[src/rtl/tts_pkg.sv]
// -----------------------------------------------------------------------------
// tts_pkg
// Shared types and helpers for the truth-table sweeper.
//   tts_state_e : sweep sequencer states
//   tt_width(n) : number of truth-table rows for an n-input gate (2**n)
// -----------------------------------------------------------------------------
package tts_pkg;

    typedef enum logic [1:0] {
        IDLE    = 2'd0,
        SETTLE  = 2'd1,
        CAPTURE = 2'd2,
        DONE    = 2'd3
    } tts_state_e;

    function automatic int tt_width(input int n);
        return 1 << n;
    endfunction

endpackage

[src/rtl/truth_table_sweeper_if.sv]
// -----------------------------------------------------------------------------
// truth_table_sweeper_if
// Host-side control/result bundle of the truth-table sweeper.
//   start, abort, expected, result_ready : host -> sweeper
//   busy, result, result_valid, match    : sweeper -> host
// Modports: master = host, slave = sweeper.
// -----------------------------------------------------------------------------
interface truth_table_sweeper_if #(
    parameter int N_IN = 3
);
    import tts_pkg::*;

    localparam int TT_W = tt_width(N_IN);

    logic            start;
    logic            abort;
    logic [TT_W-1:0] expected;
    logic            busy;
    logic [TT_W-1:0] result;
    logic            result_valid;
    logic            result_ready;
    logic            match;

    modport master (
        output start, abort, expected, result_ready,
        input  busy, result, result_valid, match
    );

    modport slave (
        input  start, abort, expected, result_ready,
        output busy, result, result_valid, match
    );

endinterface

[src/rtl/settle_timer.sv]
// -----------------------------------------------------------------------------
// settle_timer
// Loadable down-counter that stops at zero.
//   clk, rst_n : clock, async active-low reset
//   load       : load load_val this cycle (takes priority over counting)
//   load_val   : value to load
//   zero       : counter currently at zero
// -----------------------------------------------------------------------------
module settle_timer #(
    parameter int SETTLE_CYCLES = 2,
    parameter int W             = (SETTLE_CYCLES < 1) ? 1 : $clog2(SETTLE_CYCLES + 1)
) (
    input  logic         clk,
    input  logic         rst_n,
    input  logic         load,
    input  logic [W-1:0] load_val,
    output logic         zero
);

    logic [W-1:0] cnt_q;

    always_ff @(posedge clk or negedge rst_n) begin
        if (!rst_n) begin
            cnt_q <= '0;
        end else if (load) begin
            cnt_q <= load_val;
        end else if (cnt_q != '0) begin
            cnt_q <= cnt_q - 1'b1;
        end
    end

    assign zero = (cnt_q == '0);

endmodule

[src/rtl/truth_table_sweeper.sv]
// -----------------------------------------------------------------------------
// truth_table_sweeper
// Drives every input combination of a combinational gate, holds each for a
// settle window, captures the gate output into a truth-table word and
// compares it against a golden table latched at start.
//   clk, rst_n : clock, async active-low reset
//   host       : control/result bundle (slave modport)
//   stim       : gate inputs, stim[N_IN-1] is the MSB of the combination index
//   resp       : gate output
//
// state   | meaning
// --------+------------------------------------------------------------
// IDLE    | waiting for start (only accepted with no pending result)
// SETTLE  | stim held at idx while the settle timer runs down
// CAPTURE | one cycle: sample resp into result[idx], advance or finish
// DONE    | result/match valid, waiting for result_ready
// -----------------------------------------------------------------------------
module truth_table_sweeper
    import tts_pkg::*;
#(
    parameter int N_IN          = 3,
    parameter int SETTLE_CYCLES = 2
) (
    input  logic                  clk,
    input  logic                  rst_n,
    truth_table_sweeper_if.slave  host,
    output logic [N_IN-1:0]       stim,
    input  logic                  resp
);

    localparam int TT_W  = tt_width(N_IN);
    localparam int IDX_W = N_IN + 1;
    localparam int TMR_W = (SETTLE_CYCLES < 1) ? 1 : $clog2(SETTLE_CYCLES + 1);

    // idx carries one extra bit so the last-row compare never aliases
    localparam logic [IDX_W-1:0] IDX_LAST = IDX_W'(TT_W - 1);
    localparam logic [TMR_W-1:0] TMR_LOAD = TMR_W'(SETTLE_CYCLES - 1);

    tts_state_e      state_q, state_d;
    logic [IDX_W-1:0] idx_q, idx_d;
    logic [N_IN-1:0] stim_q, stim_d;
    logic [TT_W-1:0] exp_q, exp_d;
    logic [TT_W-1:0] result_q, result_d;
    logic            busy_q, busy_d;
    logic            valid_q, valid_d;
    logic            match_q, match_d;
    logic            tmr_load;
    logic            tmr_zero;

    settle_timer #(
        .SETTLE_CYCLES (SETTLE_CYCLES),
        .W             (TMR_W)
    ) u_timer (
        .clk      (clk),
        .rst_n    (rst_n),
        .load     (tmr_load),
        .load_val (TMR_LOAD),
        .zero     (tmr_zero)
    );

    always_comb begin
        state_d  = state_q;
        idx_d    = idx_q;
        stim_d   = stim_q;
        exp_d    = exp_q;
        result_d = result_q;
        busy_d   = busy_q;
        valid_d  = valid_q;
        match_d  = match_q;
        tmr_load = 1'b0;

        case (state_q)
            IDLE: begin
                if (host.start && !valid_q) begin
                    stim_d   = '0;
                    idx_d    = '0;
                    exp_d    = host.expected;
                    result_d = '0;
                    busy_d   = 1'b1;
                    tmr_load = 1'b1;
                    state_d  = SETTLE;
                end
            end

            SETTLE: begin
                if (host.abort) begin
                    stim_d  = '0;
                    busy_d  = 1'b0;
                    state_d = IDLE;
                end else if (tmr_zero) begin
                    state_d = CAPTURE;
                end
            end

            CAPTURE: begin
                // abort wins over the capture: the current row is not written
                if (host.abort) begin
                    stim_d  = '0;
                    busy_d  = 1'b0;
                    state_d = IDLE;
                end else begin
                    result_d[idx_q[N_IN-1:0]] = resp;
                    if (idx_q == IDX_LAST) begin
                        busy_d  = 1'b0;
                        valid_d = 1'b1;
                        match_d = (result_d == exp_q);
                        stim_d  = '0;
                        state_d = DONE;
                    end else begin
                        idx_d    = idx_q + 1'b1;
                        stim_d   = idx_d[N_IN-1:0];
                        tmr_load = 1'b1;
                        state_d  = SETTLE;
                    end
                end
            end

            DONE: begin
                if (host.result_ready) begin
                    valid_d = 1'b0;
                    match_d = 1'b0;
                    state_d = IDLE;
                end
            end

            default: state_d = IDLE;
        endcase
    end

    always_ff @(posedge clk or negedge rst_n) begin
        if (!rst_n) begin
            state_q  <= IDLE;
            idx_q    <= '0;
            stim_q   <= '0;
            exp_q    <= '0;
            result_q <= '0;
            busy_q   <= 1'b0;
            valid_q  <= 1'b0;
            match_q  <= 1'b0;
        end else begin
            state_q  <= state_d;
            idx_q    <= idx_d;
            stim_q   <= stim_d;
            exp_q    <= exp_d;
            result_q <= result_d;
            busy_q   <= busy_d;
            valid_q  <= valid_d;
            match_q  <= match_d;
        end
    end

    assign stim              = stim_q;
    assign host.busy         = busy_q;
    assign host.result       = result_q;
    assign host.result_valid = valid_q;
    assign host.match        = match_q;

endmodule

[src/flat_wrapper.sv]
// flat-port wrapper written by rule: the top's interface ports become plain ports
module truth_table_sweeper_flat import tts_pkg::*;
#(
    parameter int N_IN          = 3,
    parameter int SETTLE_CYCLES = 2
)
  (clk, rst_n, stim, resp, host_start, host_abort, host_expected, host_result_ready, host_busy, host_result, host_result_valid, host_match);
  truth_table_sweeper_if #(.N_IN(N_IN)) host_i ();
  input  logic clk;
  input  logic rst_n;
  output logic [N_IN-1:0] stim;
  input  logic resp;
  input wire logic [$bits(host_i.start)-1:0] host_start;
  input wire logic [$bits(host_i.abort)-1:0] host_abort;
  input wire logic [$bits(host_i.expected)-1:0] host_expected;
  input wire logic [$bits(host_i.result_ready)-1:0] host_result_ready;
  output wire logic [$bits(host_i.busy)-1:0] host_busy;
  output wire logic [$bits(host_i.result)-1:0] host_result;
  output wire logic [$bits(host_i.result_valid)-1:0] host_result_valid;
  output wire logic [$bits(host_i.match)-1:0] host_match;
  assign host_i.start = host_start;
  assign host_i.abort = host_abort;
  assign host_i.expected = host_expected;
  assign host_i.result_ready = host_result_ready;
  assign host_busy = host_i.busy;
  assign host_result = host_i.result;
  assign host_result_valid = host_i.result_valid;
  assign host_match = host_i.match;
  truth_table_sweeper #(.N_IN(N_IN), .SETTLE_CYCLES(SETTLE_CYCLES)) u_core (.clk(clk), .rst_n(rst_n), .host(host_i), .stim(stim), .resp(resp));
endmodule
[config.mk]
export PLATFORM = sky130hd
export DESIGN_NAME = truth_table_sweeper_flat
export DESIGN_NICKNAME = d
export VERILOG_FILES = /design/src/rtl/tts_pkg.sv /design/src/rtl/truth_table_sweeper_if.sv /design/src/rtl/settle_timer.sv /design/src/rtl/truth_table_sweeper.sv /design/src/flat_wrapper.sv
export SDC_FILE = /design/constraint.sdc
export NUM_CORES = 1
export LEC_CHECK = 0
export ABC_AREA = 0
export CORE_MARGIN = 5
export CORE_UTILIZATION = 40
export DETAILED_ROUTE_END_ITERATION = 12
export RECOVER_POWER = 50
export SLEW_MARGIN = 25
export SYNTH_ARGS = -nofsm -noshare
export SYNTH_HDL_FRONTEND = slang
export SYNTH_HIERARCHICAL = 1
export SYNTH_SLANG_ARGS = --single-unit
[constraint.sdc]
create_clock -name clk -period 3.4 [get_ports clk]
set_clock_uncertainty 0.05 [all_clocks]
set_input_delay 0.85 -clock clk [delete_from_list [all_inputs] [get_ports clk]]
set_output_delay 0.85 -clock clk [all_outputs]
set_load 0.05 [all_outputs]
==> results of run 1 <==
-- layout make-up --
| type | instances | area, sq um | share of cell area [%] |
|---|---|---|---|
| flip-flops and latches | 30 | 750.7 | 33.13 |
| well taps | 52 | 65.06 | 2.871 |
| inverters | 15 | 56.30 | 2.485 |
| clock inverters | 1 | 30.03 | 1.325 |
| multi-input cells | 140 | 1007 | 44.45 |
| clock buffers | 6 | 82.58 | 3.644 |
| repair buffers | 28 | 274.0 | 12.09 |
-- through the flow --
| step | std cells | hold slack [ns] | power (W) |
|---|---|---|---|
| after floorplan | 191 | 0.4499 | 0.001060 |
| after detailed placement | 265 | 0.4545 | 0.001212 |
| after global routing | 272 | 0.5032 | 0.001689 |
| after CTS | 272 | 0.4737 | 0.001589 |
| after global placement | 265 | 0.4462 | 0.001177 |
| final | 272 | 0.4655 | 0.001566 |
-- Yosys cell counts (3+ instances only) --
cell type	count
nand4_1	3
mux2i_1	7
a21oi_1	5
inv_1	15
nor2b_1	3
mux2_2	9
xnor2_1	5
ha_1	8
xor2_1	6
dfrtp_1	30
nand2_1	15
nand3_1	5
nor2_1	12
nand2b_1	4
o21ai_0	20
-- registers in the layout, summed over array words and instances (netlist names) --
| register | count |
|---|---|
| u_core/idx_q | 4 |
| u_core/host.result | 8 |
| u_core/exp_q | 8 |
| u_core/u_timer/cnt_q | 2 |
| u_core/host.result_valid | 1 |
| u_core/state_q | 2 |
| u_core/host.match | 1 |
| u_core/stim | 3 |
| u_core/host.busy | 1 |
-- cells in the final DEF (no fill, tap or decap), types with 2 or more instances in the layout --
cell	n
a21oi_1	5
nor2b_1	3
mux2i_1	7
clkbuf_8	6
nand3_1	5
xnor2_1	5
o21bai_1	2
o31ai_1	2
dfrtp_1	30
clkdlybuf4s50_1	26
o22ai_1	2
nand2b_1	4
ha_1	8
nand2_1	15
conb_1	2
xor2_1	6
inv_1	15
nand4_1	3
nand3b_1	2
mux2_2	9
o41ai_1	2
o21ai_0	20
nor2_1	13
nor3b_2	2
and2_1	2
-- layer usage --
layer  routed length [um]  GRT usage [%]  part of all wire (%)  vias to the layer above
li1                     -              -                     -                      721
met1                 1959          20.39                    45                      693
met2                 2022          23.80                    47                       40
met3                  244          4.691                   5.7                        7
met4                   80          5.944                   1.9                        0
met5                    0              0                     0                        -
-- power breakdown --
part,internal [W],leakage [nW],total [W],switching (W)
registers,0.000450,0.391,0.000546,0.0000960
clock network,0.000234,0.0573,0.000367,0.000132
logic,0.000289,0.563,0.000654,0.000364
-- kinds of logic (layout without fill, tap and decap cells) --
kind of cell	after synthesis	after routing
and+or+nand+nor	58	58
AOI/OAI and AO/OA	45	45
DFF	30	30
buffers and inverters	21	50
muxes	16	16
xor gates and xnor gates	11	11
adders and majority gates	8	8
other	2	2
-- worst paths after layout --
kind	from	end	slack, ns	depth (start not counted)
setup / recovery	u_core/idx_q[0]	u_core/host.match	0.87	6
hold / removal	u_core/stim[0]	u_core/stim[0]	0.47	1
setup reg to reg	u_core/idx_q[0]	u_core/host.match	0.87	6
hold reg to reg	u_core/stim[0]	u_core/stim[0]	0.47	1
max in group asynchronous	rst_n	u_core/exp_q[0]	0.91	2
min in group asynchronous	rst_n	u_core/state_q[1]	1.41	2
-- critical path: stages, from the launching register on --
cell      delay (ns)
dfrtp_1         0.72
ha_1            0.39
nand3b_4        0.11
nor2_1          0.34
nand4_1         0.15
a2111o_1        0.46
o41ai_2         0.21
==> run_summary.xml, run 1 <==
<?xml version="1.0" encoding="UTF-8"?>
<metrics>
  <group name="outcome">
    <metric name="run_status" unit="">finished with violations</metric>
    <metric name="violations_in_the_final_reports" unit="">max-capacitance violations, max-slew violations</metric>
  </group>
  <group name="synth">
    <metric name="postSynth.topFlopCell" unit="">dfrtp_1</metric>
    <metric name="yosys_warnings" unit="">6</metric>
    <metric name="proportion_of_synthesized_area_in_mux_cells" unit="%">9.170</metric>
    <metric name="netlist_top_cells_area" unit="">dfrtp_1 (40%), mux2_2 (5.4%), ha_1 (5.4%)</metric>
    <metric name="async_flop_share" unit="%">100.0</metric>
    <metric name="netlist.area_leader.share" unit="%">40.16</metric>
    <metric name="synth_adder_area_share" unit="%">5.355</metric>
    <metric name="flip_flop_and_latch_count_after_synthesis" unit="">30</metric>
    <metric name="yosysUniqueCellTypes" unit="">48</metric>
    <metric name="proportion_of_synthesized_chip_area_in_sequential_cells" unit="%">40.16</metric>
    <metric name="synth_top_family_by_area" unit="">simple AND/OR/NAND/NOR gates</metric>
    <metric name="synth-xor-area-share" unit="%">5.154</metric>
    <metric name="synth_simple_gate_area_share" unit="%">18.14</metric>
    <metric name="synth_nets" unit="">213</metric>
    <metric name="synth_compound_area_share" unit="%">16.06</metric>
    <metric name="synth_enable_flop_cells" unit="">0</metric>
    <metric name="synthDominantAreaCellType" unit="">dfrtp_1</metric>
    <metric name="postSynthCellCount" unit="">191</metric>
    <metric name="area_of_the_mapped_netlist" unit="sq mm">0.001869</metric>
    <metric name="post_synthesis_average_cell_area" unit="sq um">9.787</metric>
  </group>
  <group name="final_layout">
    <metric name="layout.nets" unit="">242</metric>
    <metric name="antenna-diode-count" unit="">0</metric>
    <metric name="area.growth.synth_to_final" unit="%">21.22</metric>
    <metric name="final_core_util" unit="%">50.99</metric>
    <metric name="final_design_area_no_fill" unit="sq mm">0.002266</metric>
    <metric name="nFillCells" unit="">419</metric>
    <metric name="drive_gt1_share" unit="%">11.36</metric>
  </group>
  <group name="cts">
    <metric name="path_clk_slew" unit="ns">0.06</metric>
    <metric name="cts_max_path_buffers" unit="">2</metric>
    <metric name="clkSinkCount" unit="">30</metric>
    <metric name="holdBufCountCts" unit="">0</metric>
    <metric name="cts_setup_buffers" unit="">0</metric>
    <metric name="total_clock_buffers_created_by_cts" unit="">5</metric>
    <metric name="clk_latency" unit="ns">0.28</metric>
    <metric name="clock_tree_from_tritoncts" unit="">yes</metric>
    <metric name="clock-root-buffer" unit="">clkbuf_8</metric>
    <metric name="cts_htree_levels" unit="">2</metric>
    <metric name="cts-resized-gates" unit="">0</metric>
  </group>
  <group name="worst_setup_path">
    <metric name="required_worst_endpoint" unit="ns">3.53</metric>
    <metric name="setup.worst_path.class" unit="">flip-flop to flip-flop</metric>
    <metric name="worst_setup_path_start_kind" unit="">flip-flop</metric>
    <metric name="cp_data_arrival_time" unit="ns">2.66</metric>
    <metric name="worstSetupEndpointType" unit="">flip-flop</metric>
    <metric name="worst-path-max-fanout" unit="">16</metric>
  </group>
  <group name="global_routing">
    <metric name="grt_max_degree" unit="">31</metric>
    <metric name="number_of_antenna_violations_at_the_first_check_in_global_routing" unit="">0</metric>
    <metric name="grt_pass1_vias" unit="">1530</metric>
    <metric name="grt_first_pass_wirelength" unit="um">7445</metric>
    <metric name="grt_util_all_layers" unit="%">15.44</metric>
    <metric name="globalRouteOverflowTotal" unit="">0</metric>
  </group>
  <group name="floorplan">
    <metric name="fp-row-count" unit="">24</metric>
    <metric name="chip_width" unit="um">78.36</metric>
    <metric name="placeableCoreArea" unit="sq mm">0.004444</metric>
    <metric name="top_level_ports" unit="">28</metric>
    <metric name="floorplan.die_area" unit="sq mm">0.006140</metric>
    <metric name="chipHeight" unit="um">78.36</metric>
    <metric name="initial_core_utilization" unit="%">42.06</metric>
  </group>
  <group name="sta">
    <metric name="rsz0062_at_grt" unit="">false</metric>
    <metric name="timing_worst_slew_pin_value" unit="ns">1.676</metric>
    <metric name="min_period_over_period" unit="%">74.46</metric>
    <metric name="report.final.slew_viol_count" unit="">31</metric>
    <metric name="setup_ws" unit="ns">0.8684</metric>
    <metric name="setup_tns" unit="ns">0</metric>
    <metric name="final_period_minus_worst_setup_slack" unit="ns">2.532</metric>
    <metric name="setup_viol" unit="">0</metric>
    <metric name="finalHoldViolations" unit="">0</metric>
    <metric name="max_slew_margin" unit="%">-11.72</metric>
    <metric name="maximum_achievable_frequency" unit="MHz">395.0</metric>
  </group>
  <group name="routing">
    <metric name="drt-initial-drc-count" unit="">181</metric>
    <metric name="routed_via_density" unit="">5.371</metric>
    <metric name="wl_per_cell" unit="um">15.83</metric>
    <metric name="first_pass_iters" unit="">4</metric>
    <metric name="routed_wirelength" unit="um">4307</metric>
    <metric name="drc_errors" unit="">0</metric>
    <metric name="vias" unit="">1461</metric>
    <metric name="route.antenna.remaining_nets" unit="">0</metric>
  </group>
  <group name="pwr">
    <metric name="p_per_area" unit="mW/mm^2">691.3</metric>
    <metric name="vdd_ir_drop_max" unit="uV">490.6</metric>
    <metric name="leakagePower" unit="nW">1.012</metric>
  </group>
  <group name="placement">
    <metric name="post-place-ws" unit="ns">0.7125</metric>
    <metric name="placedInstanceArea" unit="sq mm">0.002165</metric>
    <metric name="weighted_congestion_reported_at_the_end_of_routability_driven_placement" unit="">0.9243</metric>
    <metric name="dp_hpwl" unit="um">3227</metric>
    <metric name="port_buffers" unit="">27</metric>
  </group>
  <group name="worst_hold_path">
    <metric name="worstHoldPathType" unit="">flip-flop to flip-flop</metric>
  </group>
  <group name="job">
    <metric name="maxCapViolCount" unit="">1</metric>
  </group>
</metrics>
Power figures use the tool's default switching activity.
==> run 2: changes to the inputs <==
- clock period: 3.4 -> 2.2 ns (I/O delays scaled with it)
==> run 2 against run 1 <==
  * The run now ends clean
  * Die area did not move
  * Via count rose by 1.9%
  * Core utilization rose by 2.4 points
  * Register-to-register slack got worse by 0.69 ns
  * Worst setup slack got worse by 0.78 ns
  * Non-clock buffer count rose by 15
  * Critical path depth fell by 5
  * First-iteration DRC count fell by 16%
  * Sequential power rose by 52%
  * Clock-buffer cell count rose by 2
  * Sequential cell count did not move
  * Critical path type is now flip-flop to output pin
  * Critical endpoint is now host_result[2]
==> run_summary.xml, run 2 (synthesis results as in run 1) <==
<?xml version="1.0" encoding="UTF-8"?>
<metrics>
  <group name="placement">
    <metric name="post-place-ws" unit="ns">0.04449</metric>
    <metric name="dpl.cell_count" unit="">280</metric>
    <metric name="placedInstanceArea" unit="sq mm">0.002275</metric>
    <metric name="dp_hpwl" unit="um">3293</metric>
    <metric name="weighted_congestion_reported_at_the_end_of_routability_driven_placement" unit="">0.8800</metric>
    <metric name="port_buffers" unit="">27</metric>
  </group>
  <group name="pwr">
    <metric name="share_comb_of_total_power" unit="%">45.3</metric>
    <metric name="p_seq_share" unit="%">33.6</metric>
    <metric name="p_per_area" unit="mW/mm^2">1041</metric>
    <metric name="vdd_ir_drop_max" unit="uV">672.2</metric>
    <metric name="power.share.switching" unit="%">37.94</metric>
    <metric name="total_switching_power" unit="W">0.0009380</metric>
    <metric name="p_int" unit="W">0.001535</metric>
    <metric name="clock_power_share" unit="%">21.1</metric>
    <metric name="leakagePower" unit="nW">1.086</metric>
  </group>
  <group name="global_routing">
    <metric name="number_of_antenna_violations_at_the_first_check_in_global_routing" unit="">0</metric>
    <metric name="grt_util_all_layers" unit="%">15.40</metric>
    <metric name="grt_first_pass_wirelength" unit="um">7314</metric>
    <metric name="grt_pass1_vias" unit="">1537</metric>
    <metric name="grt_max_degree" unit="">31</metric>
    <metric name="globalRouteOverflowTotal" unit="">0</metric>
  </group>
  <group name="cts">
    <metric name="cts_setup_buffers" unit="">0</metric>
    <metric name="path_clk_slew" unit="ns">0.07</metric>
    <metric name="holdBufCountCts" unit="">0</metric>
    <metric name="cts_max_path_buffers" unit="">2</metric>
    <metric name="total_clock_buffers_created_by_cts" unit="">5</metric>
    <metric name="cts_htree_levels" unit="">2</metric>
    <metric name="cts-resized-gates" unit="">0</metric>
    <metric name="clock_tree_from_tritoncts" unit="">yes</metric>
    <metric name="clk_latency" unit="ns">0.29</metric>
    <metric name="clkSinkCount" unit="">30</metric>
    <metric name="clock-root-buffer" unit="">clkbuf_8</metric>
  </group>
  <group name="floorplan">
    <metric name="fp-row-count" unit="">24</metric>
    <metric name="top_level_ports" unit="">28</metric>
    <metric name="initial_core_utilization" unit="%">42.06</metric>
    <metric name="chipHeight" unit="um">78.36</metric>
    <metric name="chip_width" unit="um">78.36</metric>
    <metric name="placeableCoreArea" unit="sq mm">0.004444</metric>
    <metric name="floorplan.die_area" unit="sq mm">0.006140</metric>
  </group>
  <group name="final_layout">
    <metric name="area.growth.synth_to_final" unit="%">27.04</metric>
    <metric name="drive_gt1_share" unit="%">17.80</metric>
    <metric name="final_design_area_no_fill" unit="sq mm">0.002375</metric>
    <metric name="mostFrequentLayoutCell" unit="">dfrtp_1</metric>
    <metric name="layout.nets" unit="">257</metric>
    <metric name="final_instance_count_excl_fillers" unit="">288</metric>
    <metric name="antenna-diode-count" unit="">0</metric>
    <metric name="commonest_non_fill_non_tap_cells_in_the_layout" unit="">dfrtp_1 (30), clkdlybuf4s50_1 (25), o21ai_0 (20), inv_1 (15), nand2_1 (15)</metric>
  </group>
  <group name="worst_hold_path">
    <metric name="holdCritStartpoint" unit="">u_core/stim[0]</metric>
    <metric name="worstHoldPathType" unit="">flip-flop to flip-flop</metric>
    <metric name="whs_path_depth" unit="">1</metric>
    <metric name="hold_end" unit="">u_core/stim[0]</metric>
  </group>
  <group name="worst_setup_path">
    <metric name="worstSetupEndpointType" unit="">output pin</metric>
    <metric name="required_worst_endpoint" unit="ns">1.60</metric>
    <metric name="cpMaxStageDelayCell" unit="">clkdlybuf4s50_1</metric>
    <metric name="r2r_end" unit="">u_core/u_timer/cnt_q[1]</metric>
    <metric name="setup.worst_path.class" unit="">flip-flop to output pin</metric>
    <metric name="worst_r2r_path_depth" unit="">8</metric>
    <metric name="worst-path-max-fanout" unit="">4</metric>
    <metric name="path_cells" unit="">clkdlybuf4s50_1</metric>
    <metric name="reg2reg_from" unit="">u_core/state_q[0]</metric>
    <metric name="cp_data_arrival_time" unit="ns">1.51</metric>
    <metric name="path_delay_family" unit="">buffers and inverters</metric>
    <metric name="worst_setup_path_start_kind" unit="">flip-flop</metric>
    <metric name="rrSetupSlack" unit="ns">0.18</metric>
    <metric name="worstPathBufferInverterCount" unit="">1</metric>
    <metric name="timing.critical_path.slowest_cell_delay" unit="ns">0.83</metric>
  </group>
  <group name="sta">
    <metric name="maximum_achievable_frequency" unit="MHz">473.2</metric>
    <metric name="final_period_minus_worst_setup_slack" unit="ns">2.113</metric>
    <metric name="setup_tns" unit="ns">0</metric>
    <metric name="min_period_over_period" unit="%">96.05</metric>
    <metric name="setup_ws" unit="ns">0.08686</metric>
    <metric name="report.final.slew_viol_count" unit="">0</metric>
    <metric name="setup_viol" unit="">0</metric>
    <metric name="timing_worst_slew_pin_value" unit="ns">0.7802</metric>
    <metric name="rsz0062_at_grt" unit="">false</metric>
    <metric name="max_slew_margin" unit="%">47.98</metric>
    <metric name="finalHoldViolations" unit="">0</metric>
  </group>
  <group name="routing">
    <metric name="drc_errors" unit="">0</metric>
    <metric name="routed_via_density" unit="">5.170</metric>
    <metric name="drt-initial-drc-count" unit="">152</metric>
    <metric name="wl_per_cell" unit="um">15.05</metric>
    <metric name="first_pass_iters" unit="">4</metric>
    <metric name="vias" unit="">1489</metric>
    <metric name="route.antenna.remaining_nets" unit="">0</metric>
    <metric name="routed_wirelength" unit="um">4333</metric>
  </group>
  <group name="job">
    <metric name="maxCapViolCount" unit="">0</metric>
  </group>
  <group name="outcome">
    <metric name="run_status" unit="">finished, final reports clean</metric>
  </group>
</metrics>
## run 2: cell types whose count changed in the layout (fill, tap and decap cells not counted), sizes merged
cell | previous run | this run
clkdlybuf4s50 | 26 | 25
clkbuf | 7 | 11
bufinv | 1 | 0
buf | 0 | 14
## run 2: area by class of cell
class                      count  area [sq um]
timing repair buffer          43         377.9
sequential                    30         750.7
clock buffer                   8         110.1
tap                           52         65.06
inverter                      15         56.30
fill                         421          2069
multi-input combinational    140          1015
## run 2: metrics by stage
step / total power (W) / hold slack [ns] / utilization (%)
after floorplan: 0.001638 / 0.2044 / -
after global placement: 0.001928 / 0.4471 / 51.18
after detailed placement: 0.001970 / 0.4592 / 51.18
after CTS: 0.002511 / 0.4830 / 53.66
after global routing: 0.002662 / 0.4984 / 53.43
final: 0.002473 / 0.4706 / 53.43
## run 2: power groups by stage
stage / sequential (W) / combinational [W] / clock [W]
after floorplan: 0.000873 / 0.000765 / 0
after global placement: 0.000833 / 0.00109 / 0
after detailed placement: 0.000842 / 0.00113 / 0
after CTS: 0.000832 / 0.00114 / 0.000543
after global routing: 0.000850 / 0.00124 / 0.000570
final: 0.000830 / 0.00112 / 0.000522
## run 2: per-layer routing
layer	track usage (%)	routed length [um]	up-vias
met3	4.805	217	6
met1	20.34	2050	700
li1	-	-	751
met2	23.29	2019	32
met4	6.643	46	0
met5	0	0	-
## run 2: worst max path at each step
stage / startpoint / endpoint / slack (ns) / depth (start not counted)
finish: u_core/host.result[2] / host_result[2] / 0.09 / 1
global route: u_core/state_q[0] / u_core/idx_q[2] / 0.008 / 7
CTS: u_core/host.result_valid / host_result_valid / 0.07 / 1
detailed placement: resp / u_core/host.match / 0.04 / 5
global placement: resp / u_core/host.match / 0.06 / 5
floorplan: u_core/state_q[0] / u_core/idx_q[2] / 0.34 / 8
## run 2: worst register-to-register path: cells and delay by family, from the launching register on
kind                     cells  cell delay, ns
adder cells (fa/ha/maj)      1            0.33
flip-flops                   1            0.42
AO/OA/AOI/OAI                1            0.10
AND/OR/NAND/NOR              4            0.69
buffers and inverters        2            0.32
==> run 3: changes to the inputs <==
- CAP_MARGIN: unset -> 20
- CTS_CLUSTER_SIZE: unset -> 10
==> results of run 3 <==
Same layout as run 2: the final DEF is identical, and so are final timing and power.
